==> src/rtl/fft_frame_sequencer_if.sv <==
// Sample stream bundle: upstream samples in, FFT core sink out, FFT core source monitor in.
interface fft_frame_sequencer_if #(
  parameter int unsigned DATA_W = 8
);
  logic              in_valid;
  logic              in_ready;
  logic [DATA_W-1:0] in_re;
  logic [DATA_W-1:0] in_im;
  logic              sink_valid;
  logic              sink_ready;
  logic              sink_sop;
  logic              sink_eop;
  logic [DATA_W-1:0] sink_real;
  logic [DATA_W-1:0] sink_imag;
  logic [1:0]        sink_error;
  logic              inverse;
  logic              source_valid;
  logic              source_sop;
  logic              source_eop;
  logic [1:0]        source_error;

  modport master (
    input  in_valid, in_re, in_im, sink_ready,
           source_valid, source_sop, source_eop, source_error,
    output in_ready, sink_valid, sink_sop, sink_eop, sink_real, sink_imag,
           sink_error, inverse
  );

  modport slave (
    output in_valid, in_re, in_im, sink_ready,
           source_valid, source_sop, source_eop, source_error,
    input  in_ready, sink_valid, sink_sop, sink_eop, sink_real, sink_imag,
           sink_error, inverse
  );
endinterface

==> src/rtl/fft_frame_sequencer.sv <==
// Cuts a continuous I/Q stream into FRAME_LEN-point frames for an Avalon-ST FFT core with in-flight credit.
// Optional FRAMING_CHECK_EN adds a source-side framing monitor driving the sticky err flag.
module fft_frame_sequencer #(
  parameter int unsigned FRAME_LEN    = 64,
  parameter int unsigned DATA_W       = 8,
  parameter int unsigned MAX_INFLIGHT = 2
) (
  input  logic                         clk,
  input  logic                         reset,
  input  logic                         run,
  input  logic                         inv_req,
  fft_frame_sequencer_if.master        bus,
  output logic [1:0]                   inflight,
  output logic [15:0]                  frame_cnt,
  output logic                         err
);
  localparam int unsigned        IDX_W      = $clog2(FRAME_LEN);
  localparam logic [IDX_W-1:0]   LAST_IDX   = IDX_W'(FRAME_LEN - 1);
  localparam logic [1:0]         CREDIT_MAX = 2'(MAX_INFLIGHT);

  typedef enum logic [1:0] {IDLE = 2'd0, LOAD = 2'd1, HOLD = 2'd2} state_t;

  state_t            state;
  state_t            state_nxt;
  logic [IDX_W-1:0]  idx;
  logic              done;
  logic              valid_q;
  logic              sop_q;
  logic              eop_q;
  logic              inverse_q;
  logic [DATA_W-1:0] real_q;
  logic [DATA_W-1:0] imag_q;
  logic [1:0]        inflight_nxt;
  logic              ready;
  logic              start;
  logic              in_fire;
  logic              sink_fire;
  logic              complete;
  logic              dec;

  assign in_fire   = ready && bus.in_valid;
  assign sink_fire = valid_q && bus.sink_ready;
  assign complete  = (state == LOAD) && sink_fire && eop_q;

`ifdef FRAMING_CHECK_EN
  assign dec = bus.source_valid && bus.source_eop;
`else
  assign dec = bus.source_eop;
`endif

  // Credit counter update; simultaneous increment and decrement cancel
  always_comb begin
    inflight_nxt = inflight;
    if (complete && !dec) begin
      inflight_nxt = inflight + 2'd1;
    end else if (dec && !complete && inflight != 2'd0) begin
      inflight_nxt = inflight - 2'd1;
    end
  end

  always_ff @(posedge clk) begin
    if (reset) begin
      state <= IDLE;
    end else begin
      state <= state_nxt;
    end
  end

  always_comb begin
    state_nxt = state;
    case (state)
      IDLE: begin
        if (run) begin
          if (inflight < CREDIT_MAX) state_nxt = LOAD;
          else                       state_nxt = HOLD;
        end
      end
      HOLD: begin
        if (inflight < CREDIT_MAX) state_nxt = LOAD;
      end
      LOAD: begin
        if (complete) begin
          if (run && inflight_nxt < CREDIT_MAX) state_nxt = LOAD;
          else if (run)                         state_nxt = HOLD;
          else                                  state_nxt = IDLE;
        end
      end
      default: state_nxt = IDLE;
    endcase
  end

  // done blocks further loads once the eop sample sits in the output register
  always_comb begin
    ready = 1'b0;
    start = 1'b0;
    if (state == LOAD) ready = (!valid_q || bus.sink_ready) && !done && !reset;
    if (state_nxt == LOAD && (state != LOAD || complete)) start = 1'b1;
  end

  always_ff @(posedge clk) begin
    if (reset) begin
      idx       <= '0;
      done      <= 1'b0;
      valid_q   <= 1'b0;
      sop_q     <= 1'b0;
      eop_q     <= 1'b0;
      real_q    <= '0;
      imag_q    <= '0;
      inverse_q <= 1'b0;
      inflight  <= 2'd0;
      frame_cnt <= 16'd0;
    end else begin
      if (in_fire) begin
        valid_q <= 1'b1;
        real_q  <= bus.in_re;
        imag_q  <= bus.in_im;
        sop_q   <= (idx == '0);
        eop_q   <= (idx == LAST_IDX);
        idx     <= idx + IDX_W'(1);
        if (idx == LAST_IDX) done <= 1'b1;
      end else if (sink_fire) begin
        valid_q <= 1'b0;
      end
      if (start) begin
        idx       <= '0;
        done      <= 1'b0;
        inverse_q <= inv_req;
      end
      inflight <= inflight_nxt;
      if (complete) frame_cnt <= frame_cnt + 16'd1;
    end
  end

  assign bus.in_ready   = ready;
  assign bus.sink_valid = valid_q;
  assign bus.sink_sop   = sop_q;
  assign bus.sink_eop   = eop_q;
  assign bus.sink_real  = real_q;
  assign bus.sink_imag  = imag_q;
  assign bus.sink_error = 2'b00;
  assign bus.inverse    = inverse_q;

`ifdef FRAMING_CHECK_EN
  logic in_frame;
  logic err_q;
  logic bad;

  // Source-side framing violations
  always_comb begin
    bad = 1'b0;
    if (bus.source_valid && bus.source_sop && in_frame) bad = 1'b1;
    if (!in_frame && !bus.source_sop && (bus.source_eop || bus.source_valid)) bad = 1'b1;
    if (bus.source_valid && bus.source_error != 2'b00) bad = 1'b1;
    if (dec && !complete && inflight == 2'd0) bad = 1'b1;
  end

  always_ff @(posedge clk) begin
    if (reset) begin
      in_frame <= 1'b0;
      err_q    <= 1'b0;
    end else begin
      if (bad) err_q <= 1'b1;
      if (bus.source_valid) begin
        if (bus.source_sop) in_frame <= 1'b1;
        if (bus.source_eop) in_frame <= 1'b0;
      end
    end
  end

  assign err = err_q;
`else
  logic unused_src;
  assign unused_src = ^{bus.source_valid, bus.source_sop, bus.source_error};
  assign err        = 1'b0;
`endif
endmodule

==> src/flat_wrapper.sv <==
// flat-port wrapper written by rule: the top's interface ports become plain ports
module fft_frame_sequencer_flat 
#(
  parameter int unsigned FRAME_LEN    = 64,
  parameter int unsigned DATA_W       = 8,
  parameter int unsigned MAX_INFLIGHT = 2
)
  (clk, reset, run, inv_req, inflight, frame_cnt, err, bus_in_valid, bus_in_re, bus_in_im, bus_sink_ready, bus_source_valid, bus_source_sop, bus_source_eop, bus_source_error, bus_in_ready, bus_sink_valid, bus_sink_sop, bus_sink_eop, bus_sink_real, bus_sink_imag, bus_sink_error, bus_inverse);
  fft_frame_sequencer_if #(.DATA_W(DATA_W)) bus_i ();
  input  logic clk;
  input  logic reset;
  input  logic run;
  input  logic inv_req;
  output logic [1:0] inflight;
  output logic [15:0] frame_cnt;
  output logic err;
  input wire logic [$bits(bus_i.in_valid)-1:0] bus_in_valid;
  input wire logic [$bits(bus_i.in_re)-1:0] bus_in_re;
  input wire logic [$bits(bus_i.in_im)-1:0] bus_in_im;
  input wire logic [$bits(bus_i.sink_ready)-1:0] bus_sink_ready;
  input wire logic [$bits(bus_i.source_valid)-1:0] bus_source_valid;
  input wire logic [$bits(bus_i.source_sop)-1:0] bus_source_sop;
  input wire logic [$bits(bus_i.source_eop)-1:0] bus_source_eop;
  input wire logic [$bits(bus_i.source_error)-1:0] bus_source_error;
  output wire logic [$bits(bus_i.in_ready)-1:0] bus_in_ready;
  output wire logic [$bits(bus_i.sink_valid)-1:0] bus_sink_valid;
  output wire logic [$bits(bus_i.sink_sop)-1:0] bus_sink_sop;
  output wire logic [$bits(bus_i.sink_eop)-1:0] bus_sink_eop;
  output wire logic [$bits(bus_i.sink_real)-1:0] bus_sink_real;
  output wire logic [$bits(bus_i.sink_imag)-1:0] bus_sink_imag;
  output wire logic [$bits(bus_i.sink_error)-1:0] bus_sink_error;
  output wire logic [$bits(bus_i.inverse)-1:0] bus_inverse;
  assign bus_i.in_valid = bus_in_valid;
  assign bus_i.in_re = bus_in_re;
  assign bus_i.in_im = bus_in_im;
  assign bus_i.sink_ready = bus_sink_ready;
  assign bus_i.source_valid = bus_source_valid;
  assign bus_i.source_sop = bus_source_sop;
  assign bus_i.source_eop = bus_source_eop;
  assign bus_i.source_error = bus_source_error;
  assign bus_in_ready = bus_i.in_ready;
  assign bus_sink_valid = bus_i.sink_valid;
  assign bus_sink_sop = bus_i.sink_sop;
  assign bus_sink_eop = bus_i.sink_eop;
  assign bus_sink_real = bus_i.sink_real;
  assign bus_sink_imag = bus_i.sink_imag;
  assign bus_sink_error = bus_i.sink_error;
  assign bus_inverse = bus_i.inverse;
  fft_frame_sequencer #(.FRAME_LEN(FRAME_LEN), .DATA_W(DATA_W), .MAX_INFLIGHT(MAX_INFLIGHT)) u_core (.clk(clk), .reset(reset), .run(run), .inv_req(inv_req), .bus(bus_i), .inflight(inflight), .frame_cnt(frame_cnt), .err(err));
endmodule
==> config.mk <==
export PLATFORM = sky130hd
export DESIGN_NAME = fft_frame_sequencer_flat
export DESIGN_NICKNAME = d
export VERILOG_FILES = /design/src/rtl/fft_frame_sequencer_if.sv /design/src/rtl/fft_frame_sequencer.sv /design/src/flat_wrapper.sv
export SDC_FILE = /design/constraint.sdc
export NUM_CORES = 1
export LEC_CHECK = 0
export CAP_MARGIN = 20
export CORE_UTILIZATION = 51
export CTS_BUF_LIST = sky130_fd_sc_hd__clkbuf_4 sky130_fd_sc_hd__clkbuf_8
export DETAILED_ROUTE_END_ITERATION = 16
export GPL_TIMING_DRIVEN = 0
export PLACE_DENSITY = 0.84
export SLEW_MARGIN = 20
export SYNTH_ARGS = -nofsm -noshare
export SYNTH_HDL_FRONTEND = slang
export SYNTH_SLANG_ARGS = --single-unit
==> constraint.sdc <==
create_clock -name clk -period 4.1 [get_ports clk]
set_clock_uncertainty 0.15 [all_clocks]
set_input_delay 0.41 -clock clk [delete_from_list [all_inputs] [get_ports clk]]
set_output_delay 0.41 -clock clk [all_outputs]
set_load 0.03 [all_outputs]
==> results <==
- The highest attainable clock frequency is 355.6 MHz.
- The gate count after technology mapping is 251.
- Dividing the synthesized area by the synthesized cell count gives 8.519 µm².
- The placer congestion estimate is 0.8769.
- The number of antenna violations at the first check in global routing came to 0.
- Counting the buffers created by CTS gives 5.
- The count of endpoints failing setup in the final report is 0.
- In this run the tool buffered the top-level ports with 60 buffer cells.
- After global routing the overflow that remains totals 0.
- The final-report hold violation count was 0.
- The number of synthesized register bits is 47.
- The total routed wire length on the met1 layer is 2.115 mm.
- The initial utilization of the core area, before any placement, comes to 0.5346.
- The sequential cells in the finished layout cover a total of 940.9 µm².
- The floorplan step defined a die boundary enclosing 4456 µm².
- For this run, the post-layout net count is 351.
- The remaining max-slew budget at the tightest pin is 0.6463.
- The most common cell type on the critical path is clkdlybuf4s50_1.
- The number of unique standard cell types used by synthesis is 43.
- The total via count after detailed routing is 2003.
- STA classifies the critical path endpoint as a primary output.
- The largest net degree at the start of global routing is 15.
- The reported max-cap violation count is 0.
- After floorplanning, the core was divided into 23 placement rows.
- The multi-input combinational cells in the finished layout cover a total of 1097 µm².
- The kind of cell with the highest combined delay on the critical path is buffers and inverters.
- TritonCTS built the clock tree.
- The die extent in x is 66.75 µm.
- In this run the cell area of the synthesized design comes to 2138 µm².
- Ranked by total cell area, the synthesized netlist is headed by dfxtp_1, a21oi_1, nand2_1.
- The final setup TNS is 0 ns.
- The pin slew with the least headroom to its limit is 0.5289 ns.
- The buffer levels on the longest clock path is 2.
- The layout has 343 filler cells.
- Data on the critical path is required at its endpoint by 3.54 ns.
- The placement-stage cell area is 2809 µm².
- The number of buffers inserted for hold repair after clock tree synthesis is 0.
- Traced cell by cell, the critical path runs through clkdlybuf4s50_1, or4b_4, nor2_1, clkdlybuf4s50_1.
- The area added between synthesis and finish is 36.86%.
- From bottom edge to top edge, the die measures 66.75 µm.
- Gates resized during post-CTS repair numbered 0.
- Summed over all layers, the routed wires come to 4.846 mm.
- The number of antenna diodes in the final layout is 0.
- IR analysis of the VDD net gives a maximum drop of 0.2489 mV.
- Dividing total power by cell area gives a power density of 341.2 nW/µm².
- The routed length per placed instance is 13.06 µm.
- After detailed routing, the met2 layer carries 2.349 mm of wire.
- Summed over all nets, wire length on met3 after detailed routing comes to 330 µm.
- The final period utilization is 0.6858.
- The first global-routing pass estimated 8.162 mm of wire.
- After routing the design area is 2927 µm².
- Among all stages on the critical path, the largest delay is contributed by clkdlybuf4s50_1.
- The path type of the worst setup path is in -> out.
- The I/O pin count is 69.
- CTS built an H-tree with a depth of 2.
- The instance count after placement with tap cells included is 363.
- The area share of the leading cell type in the synthesized netlist is 0.4400.
- The synthesized design spends more area on one cell type than any other, namely dfxtp_1.
- Yosys printed 0 warnings.
- Data on the critical path arrives at its endpoint at 2.25 ns.
- For this run, the slowest stage of the critical path takes 0.69 ns.
- The number of standard cells in the layout, taps in and fillers out is 371.
- For this design the static power due to leakage is 1.030 nW.
- The type of element launching the critical path is an input pin.
- The number of global-route vias before repair is 1886.
- The ratio of routed vias to standard cells is 5.399.
- Clock tree synthesis selected as its root buffer the cell clkbuf_8.
- The placeable core region is 4000 µm².
- The completed layout was analyzed and its total power is 0.0009985 W.
- Summed over all nets, the half-perimeter wirelength after detailed placement is 3.516 mm.
- The class of the tightest hold or removal check is reg -> reg.
- Clock-pin slew was measured on the worst setup and hold paths at 0.08 ns.
- The later pin in the worst-skew pair is clocked with a latency of 0.30 ns.
- The highest metal layer carrying signal wires in the routed design is met4.
- The detailed-routing iteration count for the pre-antenna-repair pass is 5.
- The run finished with clean final reports.
- Counting both buffers and inverters, the worst setup path holds a total of 2.
- The detail route stage leaves a number of antenna-violating nets equal to 0.
- In the routed design, unresolved DRC markers number 0.
- Of the cells placed in the final design, the portion with a size suffix greater than 1 is 0.07477.
- Clock tree synthesis found a total of 47 sinks.
- In the global route stage, overall resource usage came out at 0.2408.
- For this block, the initial DRC count from the detailed router was 185.
- The number of pins exceeding their max-slew limit in the final report is 0.
- The minimum clock period after layout is 2.812 ns.
- The proportion of synthesized chip area in sequential cells is 0.4400.
- Post-CTS timing repair inserted 0 buffers for setup.
- Setup repair after global routing left no endpoint under its margin.
- Along the worst path, the maximum fanout reaches 5.
[area by class of cell]
cell class                      count  area share
Sequential cell                    47      0.3215
Inverter                            7    0.008978
Tap cell                           50     0.02138
Buffer                             16     0.02779
Timing Repair Buffer               60      0.2052
Clock inverter                      2     0.01197
Multi-Input combinational cell    183      0.3749
Clock buffer                        6     0.02822
[logic make-up after synthesis]
kind of cell	count (synthesis)	share of synthesized area
flip-flops	47	0.4400
AND/OR/NAND/NOR	112	0.2686
buffers and inverters	23	0.05033
XOR/XNOR	17	0.06963
AO/OA/AOI/OAI	42	0.1211
other	1	0.001754
multiplexers	5	0.02516
adder cells (fa/ha/maj)	4	0.02341
[tightest hold or removal path, stage by stage (launching register included)]
cell and delay [ns]:
dfxtp_1 0.32, nand2_1 0.05, a21oi_1 0.05
[synthesized netlist by cell type, drive strengths merged]
| cell | n |
|---|---|
| mux2i | 2 |
| or3b | 1 |
| nand2b | 2 |
| o21bai | 1 |
| and3 | 4 |
| nor2 | 21 |
| o2111ai | 1 |
| inv | 7 |
| xor2 | 12 |
| a311o | 1 |
| nor3 | 4 |
| ha | 4 |
| xnor2 | 5 |
| a2111oi | 1 |
| nand2 | 38 |
| and2 | 2 |
| a2bb2oi | 1 |
| nor4 | 3 |
| nor3b | 3 |
| dfxtp | 47 |
| and4 | 4 |
| clkbuf | 8 |
| and2b | 1 |
| or4b | 1 |
| buf | 8 |
| or2 | 1 |
| nor2b | 2 |
| o21ai | 5 |
| a21oi | 29 |
| nand4 | 12 |
| a31oi | 2 |
| conb | 1 |
| or3 | 2 |
| a211oi | 1 |
| mux2 | 3 |
| nand3 | 11 |
[layout by cell type (no fill, tap or decap), types with 2 or more instances in the layout]
cell             synthesis  routed
nor3_1                   4       4
or3_1                    2       2
o21ai_0                  4       4
and3_1                   4       4
mux2_2                   3       3
and4_1                   4       4
dfxtp_1                 47      47
clkbuf_1                 8       8
buf_1                    2       2
a21oi_1                 29      29
clkbuf_8                 0       6
nor2_1                  20      20
nand4_1                 12      12
inv_1                    7       7
ha_1                     4       4
nand2b_1                 2       2
nor4_1                   3       3
conb_1                   1       3
nand2_1                 38      38
buf_2                    2       2
clkdlybuf4s50_1          0      60
xnor2_1                  5       5
xor2_1                  12      12
buf_4                    3       3
nor3b_1                  2       2
nor2b_1                  2       2
mux2i_1                  2       2
nand3_1                 11      11
and2_1                   2       2
[metal layers]
layer	GRT usage	vias to the layer above
met5	0	-
li1	-	1005
met2	0.3990	61
met4	0.08511	0
met1	0.2914	932
met3	0.07363	5
[metrics by stage]
step,worst slack (ns),hold WS (ns),util
CTS,1.277,0.3071,0.7316
global route,1.197,0.3380,0.7316
global placement,1.308,0.2905,0.7022
detailed placement,1.293,0.2962,0.7022
finish,1.288,0.3067,0.7316
floorplan,1.733,0.2840,-
[sequential cells by signal (all words and copies together), names as in the netlist]
register	cells
u_core.bus.sink_eop	1
u_core.bus.sink_valid	1
u_core.idx	6
u_core.state	2
u_core.inflight	2
u_core.bus.sink_sop	1
u_core.bus.inverse	1
u_core.bus.sink_real	8
u_core.frame_cnt	16
u_core.bus.sink_imag	8
u_core.done	1
[path summary, 6_finish.rpt]
path | slack [ns] | start | end | depth (start not counted)
worst max-delay path | 1.29 | reset | bus_in_ready | 4
worst min-delay path | 0.31 | u_core.bus.sink_real[0]$_SDFFE_PP0P_ | u_core.bus.sink_real[0]$_SDFFE_PP0P_ | 2
worst min register to register | 0.31 | u_core.bus.sink_real[0]$_SDFFE_PP0P_ | u_core.bus.sink_real[0]$_SDFFE_PP0P_ | 2
worst max register to register | 1.78 | u_core.inflight[1]$_SDFF_PP0_ | u_core.idx[5]$_SDFFE_PP0P_ | 7
[where the power goes]
group,total [W],switching (W),internal (W),leakage [nW]
clock network,0.000352,0.000155,0.000197,0.0612
logic,0.000169,0.0000938,0.0000748,0.589
registers,0.000478,0.00000853,0.000469,0.380
total,0.000998,0.000257,0.000742,1.03
Note: power is estimated with default switching activity, not from simulation.
